### src/rtl/logic_axi4_stream_packet_generator.sv
// AXI4-Stream packet generator: one command becomes one packet with a byte-incrementing payload.
// Optional packet/beat counters are enabled by defining LOGIC_AXI4_STREAM_PACKET_GENERATOR_COUNTERS_EN.
`ifndef LOGIC_AXI4_STREAM_TDATA_BYTES
`define LOGIC_AXI4_STREAM_TDATA_BYTES 4
`endif
`ifndef LOGIC_AXI4_STREAM_TDEST_WIDTH
`define LOGIC_AXI4_STREAM_TDEST_WIDTH 4
`endif
`ifndef LOGIC_AXI4_STREAM_TUSER_WIDTH
`define LOGIC_AXI4_STREAM_TUSER_WIDTH 4
`endif
`ifndef LOGIC_AXI4_STREAM_TID_WIDTH
`define LOGIC_AXI4_STREAM_TID_WIDTH 4
`endif

module logic_axi4_stream_packet_generator #(
    parameter int unsigned TDATA_BYTES  = `LOGIC_AXI4_STREAM_TDATA_BYTES,
    parameter int unsigned TDEST_WIDTH  = `LOGIC_AXI4_STREAM_TDEST_WIDTH,
    parameter int unsigned TUSER_WIDTH  = `LOGIC_AXI4_STREAM_TUSER_WIDTH,
    parameter int unsigned TID_WIDTH    = `LOGIC_AXI4_STREAM_TID_WIDTH,
    parameter int unsigned LENGTH_WIDTH = 16
) (
    input  logic                      aclk,
    input  logic                      areset_n,
    input  logic                      cmd_valid,
    output logic                      cmd_ready,
    input  logic [LENGTH_WIDTH-1:0]   cmd_length,
    input  logic [7:0]                cmd_seed,
    input  logic [TDEST_WIDTH-1:0]    cmd_tdest,
    input  logic [TUSER_WIDTH-1:0]    cmd_tuser,
    input  logic [TID_WIDTH-1:0]      cmd_tid,
    output logic                      tx_tlast,
    output logic                      tx_tvalid,
    output logic [TDATA_BYTES*8-1:0]  tx_tdata,
    output logic [TDATA_BYTES-1:0]    tx_tstrb,
    output logic [TDATA_BYTES-1:0]    tx_tkeep,
    output logic [TDEST_WIDTH-1:0]    tx_tdest,
    output logic [TUSER_WIDTH-1:0]    tx_tuser,
    output logic [TID_WIDTH-1:0]      tx_tid,
    input  logic                      tx_tready,
    output logic [31:0]               packet_count,
    output logic [31:0]               beat_count
);

    localparam int unsigned DATA_W = TDATA_BYTES * 8;

    typedef enum logic {IDLE, SEND} state_t;

    state_t                  state_q, state_d;
    logic                    active_q;
    logic [LENGTH_WIDTH-1:0] beat_q, beat_d;
    logic [LENGTH_WIDTH-1:0] len_q, len_d;
    logic [DATA_W-1:0]       data_q, data_d;
    logic                    last_q, last_d;
    logic                    valid_q, valid_d;
    logic [TDEST_WIDTH-1:0]  dest_q, dest_d;
    logic [TUSER_WIDTH-1:0]  user_q, user_d;
    logic [TID_WIDTH-1:0]    id_q, id_d;
    logic                    hs;
    logic                    accept;
    logic                    load;

    // active_q keeps cmd_ready low while reset is asserted even though the FSM sits in IDLE
    assign hs        = valid_q && tx_tready;
    assign cmd_ready = active_q && ((state_q == IDLE) || (hs && last_q));
    assign accept    = cmd_valid && cmd_ready;

    always_ff @(posedge aclk or negedge areset_n) begin
        if (!areset_n) begin
            state_q  <= IDLE;
            active_q <= 1'b0;
            beat_q   <= '0;
            len_q    <= '0;
            data_q   <= '0;
            last_q   <= 1'b0;
            valid_q  <= 1'b0;
            dest_q   <= '0;
            user_q   <= '0;
            id_q     <= '0;
        end else begin
            state_q  <= state_d;
            active_q <= 1'b1;
            beat_q   <= beat_d;
            len_q    <= len_d;
            data_q   <= data_d;
            last_q   <= last_d;
            valid_q  <= valid_d;
            dest_q   <= dest_d;
            user_q   <= user_d;
            id_q     <= id_d;
        end
    end

    always_comb begin
        state_d = state_q;
        beat_d  = beat_q;
        len_d   = len_q;
        data_d  = data_q;
        last_d  = last_q;
        valid_d = valid_q;
        dest_d  = dest_q;
        user_d  = user_q;
        id_d    = id_q;
        load    = 1'b0;

        case (state_q)
            IDLE: begin
                if (accept) load = 1'b1;
            end
            SEND: begin
                if (accept) begin
                    load = 1'b1;
                end else if (hs && last_q) begin
                    state_d = IDLE;
                    valid_d = 1'b0;
                    last_d  = 1'b0;
                end else if (hs) begin
                    beat_d = beat_q + LENGTH_WIDTH'(1);
                    last_d = (beat_d == len_q);
                    for (int unsigned k = 0; k < TDATA_BYTES; k++) begin
                        data_d[k*8 +: 8] = data_q[k*8 +: 8] + 8'(TDATA_BYTES);
                    end
                end
            end
            default: state_d = IDLE;
        endcase

        // Beat 0 of a new packet, either from IDLE or back-to-back after a last beat
        if (load) begin
            state_d = SEND;
            valid_d = 1'b1;
            beat_d  = '0;
            len_d   = cmd_length;
            last_d  = (cmd_length == '0);
            dest_d  = cmd_tdest;
            user_d  = cmd_tuser;
            id_d    = cmd_tid;
            for (int unsigned k = 0; k < TDATA_BYTES; k++) begin
                data_d[k*8 +: 8] = cmd_seed + 8'(k);
            end
        end
    end

    assign tx_tvalid = valid_q;
    assign tx_tlast  = last_q;
    assign tx_tdata  = data_q;
    assign tx_tstrb  = {TDATA_BYTES{valid_q}};
    assign tx_tkeep  = {TDATA_BYTES{valid_q}};
    assign tx_tdest  = dest_q;
    assign tx_tuser  = user_q;
    assign tx_tid    = id_q;

`ifdef LOGIC_AXI4_STREAM_PACKET_GENERATOR_COUNTERS_EN
    logic [31:0] packet_cnt_q;
    logic [31:0] beat_cnt_q;

    // Free-running statistics, wrapping naturally at 32 bits
    always_ff @(posedge aclk or negedge areset_n) begin
        if (!areset_n) begin
            packet_cnt_q <= '0;
            beat_cnt_q   <= '0;
        end else if (hs) begin
            beat_cnt_q <= beat_cnt_q + 32'd1;
            if (last_q) packet_cnt_q <= packet_cnt_q + 32'd1;
        end
    end

    assign packet_count = packet_cnt_q;
    assign beat_count   = beat_cnt_q;
`else
    assign packet_count = 32'd0;
    assign beat_count   = 32'd0;
`endif

endmodule

### config.mk
export PLATFORM = sky130hd
export DESIGN_NAME = logic_axi4_stream_packet_generator
export DESIGN_NICKNAME = d
export VERILOG_FILES = /design/src/rtl/logic_axi4_stream_packet_generator.sv
export SDC_FILE = /design/constraint.sdc
export NUM_CORES = 1
export LEC_CHECK = 0
export CAP_MARGIN = 5
export CORE_MARGIN = 1
export CORE_UTILIZATION = 38
export DETAILED_ROUTE_END_ITERATION = 10
export PLACE_DENSITY = 0.73
export SETUP_SLACK_MARGIN = 0.02
export SKIP_CTS_REPAIR_TIMING = 1
export SYNTH_ARGS = -nofsm -noshare
export SYNTH_HDL_FRONTEND = slang
export SYNTH_SLANG_ARGS = --single-unit
### constraint.sdc
create_clock -name aclk -period 2.7 [get_ports aclk]
set_input_delay 0.54 -clock aclk [delete_from_list [all_inputs] [get_ports aclk]]
set_output_delay 0.54 -clock aclk [all_outputs]
set_load 0.005 [all_outputs]
## Word level (Yosys, flattened, before mapping)

Cells that the tools add are included.

- Bits in registers: 80
- Input bits: 40
- Output and inout bits: 119

- $add $sub $neg: 8
- Equal/unequal tests: 3
- Multiplexer cells: 24
- Bitwise logic cells: 1
- Reduce and logical (&&, ||, !) cells: 13

Operators by type and width:

| cell | number |
|---|---|
| $mux W32 | 5 |
| $mux W16 | 5 |
| $add A8 B3 Y8 const B | 4 |
| $add A16 B1 Y16 const B | 1 |
| $add A8 B2 Y8 const B | 2 |
| $eq A16 B16 Y1 | 1 |
| $logic_not A16 Y1 | 1 |
| $mux W1 | 14 |
| $add A8 B1 Y8 const B | 1 |
| $reduce_and A3 Y1 | 2 |
| $reduce_bool A2 Y1 | 3 |
| $logic_and A1 B1 Y1 | 4 |
| $reduce_and A4 Y1 | 1 |
| $reduce_bool A3 Y1 | 1 |
| $ne A2 B1 Y1 const B | 1 |
| $ne A2 B2 Y1 const B | 1 |
| $logic_or A1 B1 Y1 | 1 |
| $not A1 Y1 | 1 |

## Longest topological paths before layout

Gate-level depths: netlist of the first run.

- Depth after elaboration: 8
- Gate-level depth with buffers: 8
- Mapped depth without buffers: 7

## Least setup slack after synthesis of the first run

OpenSTA, ideal clock, no wires.

- Kind: register -> register
- From: reg beat_q[0]
- To: reg last_q, in the netlist tx_tlast
- Library setup time: 0.103 ns
- Arrival: 2.101 ns
- Slack: 0.495 ns
- Stages on the path, launching flop included: 9
- Clock period less this slack: 2.205 ns
- Cell sequence: dfrtp_1 > ha_1 > buf_2 > xnor2_1 > xnor2_1 > or4_1 > a31oi_1 > o2111ai_1 > o41ai_2

- Word-level cells in the longest chain between the ends: 7

Ends and longest elaborated chain:

| element | RTL line | RTL |
|---|---|---|
| from (decl) | 51 | `logic [LENGTH_WIDTH-1:0] beat_q, beat_d;` |
| from (signal assigned) | 83 | `beat_q <= beat_d;` |
| $add A16 B1 Y16 | 118 | `beat_d = beat_q + LENGTH_WIDTH'(1);` |
| $eq A16 B16 Y1 | 119 | `last_d = (beat_d == len_q);` |
| $mux W1 | 117 | `end else if (hs) begin` |
| $mux W1 | 113 | `end else if (hs && last_q) begin` |
| $mux W1 | 111 | `if (accept) begin` |
| $mux W1 | 106 | `case (state_q)` |
| $mux W1 | 129 | `if (load) begin` |
| to (signal assigned) | 86 | `last_q <= last_d;` |
| to (decl) | 54 | `logic last_q, last_d;` |

Every way passes these cells. The select of a mux whose other input is x is not followed.
A chain may end at the register's enable or synchronous reset.

## Worst setup path in the final report of the first run

- From: in tx_tready
- To: out cmd_ready

- Word-level cells in the longest chain between the ends: 4

Ends and longest elaborated chain:

| element | RTL line | RTL |
|---|---|---|
| from (decl) | 40 | `input logic tx_tready,` |
| $logic_and A1 B1 Y1 | 64 | `assign hs = valid_q && tx_tready;` |
| $logic_and A1 B1 Y1 | 65 | `assign cmd_ready = active_q && ((state_q == IDLE) \|\| (hs && last_q));` |
| $logic_or A1 B1 Y1 | 65 |  |
| $logic_and A1 B1 Y1 | 65 |  |
| to (decl) | 26 | `output logic cmd_ready,` |

Every way passes these cells.

==> results of run 1 <==
-- layer usage --
metal	track usage (%)	vias to the layer above	share of wire, %
met2	29.28	140	48
met3	3.743	13	5.9
met5	0	-	0
met4	7.359	0	1.7
met1	23.39	1902	45
li1	-	1974	-
-- cells in the mapped netlist (all sizes together) (5+ instances only) --
cell and count:
clkbuf 22, inv 10, nor4 5, nand4 10
nor2 40, xor2 23, o21ai 43, buf 79
and3 5, nand2 129, o22ai 5, nor3 9
xnor2 27, dfrtp 78, o31ai 6, nand3 21
ha 9, a21oi 15
-- where the power goes --
group / total, mW / internal (mW) / switching [mW]
combinational: 1.95 / 1.12 / 0.827
sequential: 1.98 / 1.56 / 0.426
clock: 1.35 / 0.884 / 0.464
-- flip-flops by register name, indices dropped and copies added, names as in the netlist --
signal	flops
tx_tdata	30
beat_q	16
len_q	16
tx_tdest	4
tx_tid	4
tx_tuser	4
active_q	1
state_q	1
tx_tlast	1
tx_tvalid	1
-- stage by stage --
step	hold WS, ps	area, µm²	std cells	power [mW]	util (%)
after floorplan	244.4	5075	643	3.007	-
after global placement	457.9	5698	819	3.880	46.66
after detailed placement	460.8	5698	819	3.941	46.66
after CTS	202.3	6033	835	5.325	49.41
after global routing	227.4	6041	835	5.630	49.47
final	193.5	6041	835	5.279	49.47
-- how the worst max path moves through the flow --
stage | to | slack, ps | cells after the start
after floorplan | tx_tlast | 500 | 8
after global placement | cmd_ready | 100 | 5
final | cmd_ready | 150 | 5
after CTS | cmd_ready | 50 | 5
after global routing | cmd_ready | 30 | 5
after detailed placement | cmd_ready | 50 | 5
-- cell families (layout without fill, tap and decap cells) --
group / count (synthesis) / in the layout / share of synthesized area (%)
simple gates: 233 / 233 / 21.05
buf+inv: 111 / 135 / 14.56
fa+ha+maj: 9 / 9 / 2.327
other cells: 2 / 65 / 0.1552
flops: 78 / 78 / 40.34
compound gates: 97 / 97 / 12.52
xor+xnor: 50 / 50 / 9.051
-- final cells by class --
| class | count | area (µm²) | share of cell area, % |
|---|---|---|---|
| Tap cell | 168 | 210.2 | 3.480 |
| Sequential cell | 78 | 1952 | 32.31 |
| Inverter | 10 | 37.54 | 0.6214 |
| Multi-Input combinational cell | 454 | 2442 | 40.43 |
| Clock inverter | 3 | 65.06 | 1.077 |
| Clock buffer | 13 | 270.3 | 4.474 |
| Timing Repair Buffer | 109 | 1064 | 17.61 |
==> reports/qor.txt, run 1 <==
RR Startpoint: beat_q[0]
Port Buf Inserts: 94
crit path from: tx_tready
arrival time at the worst endpoint: 2010 ps
clk buf depth: 2
largest stage delay on the critical path: 550 ps
yosys warns: 0
CP delay by family, top: buffers and inverters
core box area: 12210 µm²
Critical Path End Type: output port
WP buf/inv: 2
root buf cell: clkbuf_16
PwrDens: 873.9 nW/µm²
Post-Syn Area: 4838 µm²
CP required: 2160 ps
Slew HR: 60.35%
r2r setup slk: 230 ps
CP max FO: 5
setup slack at placement: 53.16 ps
global-route wire length before repair: 18.60 mm
Critical-path top delay cell: clkdlybuf4s50_1
top cells by area, synth: dfrtp_1 40%, buf_4 11%, nand2_1 10%, xnor2_1 4.9%, o21ai_0 4.4%
setup_tns: 0 ps
TritonCTS Buffers: 9
Total GRT Usage: 18.00%
post-route setup slack: 148.2 ps
Setup Skew: 8.653 ps
initial drt markers: 252
Top-Level Pins: 159
vias: 4029
Die W: 114.8 µm
Area Growth Syn to Fin: 24.85%
fin crit share: 94.51%
number of distinct library cells after synthesis: 50
Final Max Slew Viols: 0
initial antenna violation count: 0
Routed Antenna Nets: 0
clock slew at reported path FFs: 60 ps
GPL Wtd Cong: 0.9207
clk sink count: 78
Critical Path, Cell by Cell: clkdlybuf4s50_1, nand3_2, nand2_2, and2_1, clkdlybuf4s50_1
Post-synth EDFFs: 0
vias in the first global route: 3825
# fillers: 1194
f_max: 0.3919 GHz
largest net degree at the start of global routing: 50
most frequent CP cell: clkdlybuf4s50_1
Initial Util: 39.62%
hold crit path type: in2async
Worst Setup Path Type: in2out
# rows: 40
Total Nets Final: 711
max-cap viol count: 0
worst r2r path cells: 7
remaining global-route overflow: 0
n_diodes: 0
commonest non-fill, non-tap cell in the layout: nand2_1
register area share after synthesis: 40.34%
# setup viols final: 0
Die Height: 114.8 µm
VDD IR max: 0.4073 mV
HPWL Detailed: 8.376 mm
CP startpoint kind: primary input
Routed WL per cell: 13.86 µm
post-synth top area share: 40.34%
status: complete, no violations
CTS H-tree depth: 3
Worst-Margin Slew: 589.4 ps
drt total wl: 11.57 mm
Syn Area/Cell: 8.342 µm²
Leakage: 2.665 nW
top_reg_cell synth: dfrtp_1
post-synthesis register bit count: 78
min cycle time layout: 2552 ps
Post-Synthesis Cells: 580
share of layout cells above drive strength 1: 6.747%
DR DRC count: 0
RSZ-0062 raised after global routing: false
Vias/cell: 4.825
Final Hold Viols: 0
Worst R2R End: tx_tlast
Async SR Flop Fraction: 100.0%
TritonCTS clock tree: done
most frequent cells in the layout: 128 x nand2_1, 93 x clkdlybuf4s50_1, 78 x dfrtp_1
area leader, netlist: dfrtp_1
DRT Pass-1 Iters: 4
clock latency on the worst-skew pair: 330 ps
DIE AREA: 13190 µm²
Power figures use the tool's default switching activity.
==> run 2: changes to the inputs <==
- GPL_ROUTABILITY_DRIVEN: default -> 0
==> reports/qor.txt, run 2 (same netlist as run 1, synthesis figures left out) <==
status: complete, no violations
WP buf/inv: 2
max reg flops: 30
setup_tns: 0 ps
min cycle time layout: 2569 ps
Routed Antenna Nets: 0
max-cap viol count: 0
Total Nets Final: 709
largest stage delay on the critical path: 560 ps
CP max FO: 5
largest net degree at the start of global routing: 79
DR DRC count: 0
CP startpoint kind: primary input
# rows: 40
Worst-Margin Slew: 576.9 ps
core box area: 12210 µm²
TritonCTS Buffers: 9
root buf cell: clkbuf_16
clk sink count: 78
Critical-path top delay cell: clkdlybuf4s50_1
clock slew at reported path FFs: 60 ps
VDD IR max: 0.3744 mV
fin crit share: 95.15%
initial drt markers: 235
Worst R2R End: tx_tlast
CP required: 2160 ps
Die W: 114.8 µm
clk buf depth: 2
Port Buf Inserts: 94
Initial Util: 39.62%
Worst Setup Path Type: in2out
CP delay by family, top: buffers and inverters
Die Height: 114.8 µm
n_diodes: 0
TritonCTS clock tree: done
Final Hold Viols: 0
Critical Path End Type: output port
global-route wire length before repair: 19.22 mm
Top-Level Pins: 159
RR Startpoint: beat_q[0]
DIE AREA: 13190 µm²
Fin Hold WS: 202.5 ps
DRT Pass-1 Iters: 5
CTS H-tree depth: 3
Vias/cell: 5.041
Total GRT Usage: 18.63%
clock latency on the worst-skew pair: 330 ps
RSZ-0062 raised after global routing: false
drt total wl: 11.77 mm
most frequent cells in the layout: 129 x nand2_1, 93 x clkdlybuf4s50_1, 78 x dfrtp_1
vias in the first global route: 3906
f_max: 0.3893 GHz
Setup Skew: 8.346 ps
vias: 4194
PwrDens: 859.0 nW/µm²
remaining global-route overflow: 0
arrival time at the worst endpoint: 2030 ps
Routed WL per cell: 14.14 µm
r2r setup slk: 250 ps
initial antenna violation count: 0
# setup viols final: 0
worst r2r path cells: 7
Critical Path, Cell by Cell: clkdlybuf4s50_1, nand3_2, nand2_1, and2_1, clkdlybuf4s50_1
Area Growth Syn to Fin: 23.82%
Slew HR: 61.18%
HPWL Detailed: 8.168 mm
share of layout cells above drive strength 1: 6.175%
Final Max Slew Viols: 0
hold crit path type: in2async
# fillers: 1172
most frequent CP cell: clkdlybuf4s50_1
commonest non-fill, non-tap cell in the layout: nand2_1
Leakage: 2.637 nW
## run 2: metal layers
| metal | global-route usage, % | wire length, µm | up-vias |
|---|---|---|---|
| li1 | - | - | 1970 |
| met1 | 24.81 | 5094 | 2000 |
| met2 | 29.08 | 5544 | 197 |
| met3 | 3.163 | 823 | 27 |
| met4 | 9.870 | 304 | 0 |
| met5 | 0 | 0 | - |
## run 2: metrics by stage
stage	area (µm²)	power [mW]	setup WS, ps	instances	util, %
global route	5991	5.497	40.29	832	49.06
floorplan	5075	3.007	495.3	643	-
CTS	5986	5.169	63.36	832	49.02
finish	5991	5.146	131.1	832	49.06
detailed placement	5695	3.938	69.24	817	46.64
global placement	5695	3.866	98.00	817	46.64
## run 2: how the worst max path moves through the flow
stage	startpoint	to	cells after the start
2_1_floorplan	beat_q[0]	tx_tlast	8
3_3_place_gp	tx_tready	cmd_ready	5
3_5_place_dp	tx_tready	cmd_ready	5
4_1_cts	tx_tready	cmd_ready	5
5_1_grt	tx_tready	cmd_ready	5
6_report	tx_tready	cmd_ready	5
## run 2: report_power, final
group	total (mW)	internal [mW]	switching (mW)
Sequential	1.99	1.56	0.433
Combinational	1.96	1.12	0.843
Clock	1.20	0.733	0.464
## run 2: area by class of cell
class / count / area, µm² / share of cell area [%]
Multi-Input combinational cell: 454 / 2440 / 40.73
Sequential cell: 78 / 1952 / 32.58
Timing Repair Buffer: 107 / 1061 / 17.71
Clock buffer: 11 / 242.7 / 4.052
Tap cell: 168 / 210.2 / 3.509
Clock inverter: 4 / 47.55 / 0.7937
Inverter: 10 / 37.54 / 0.6266
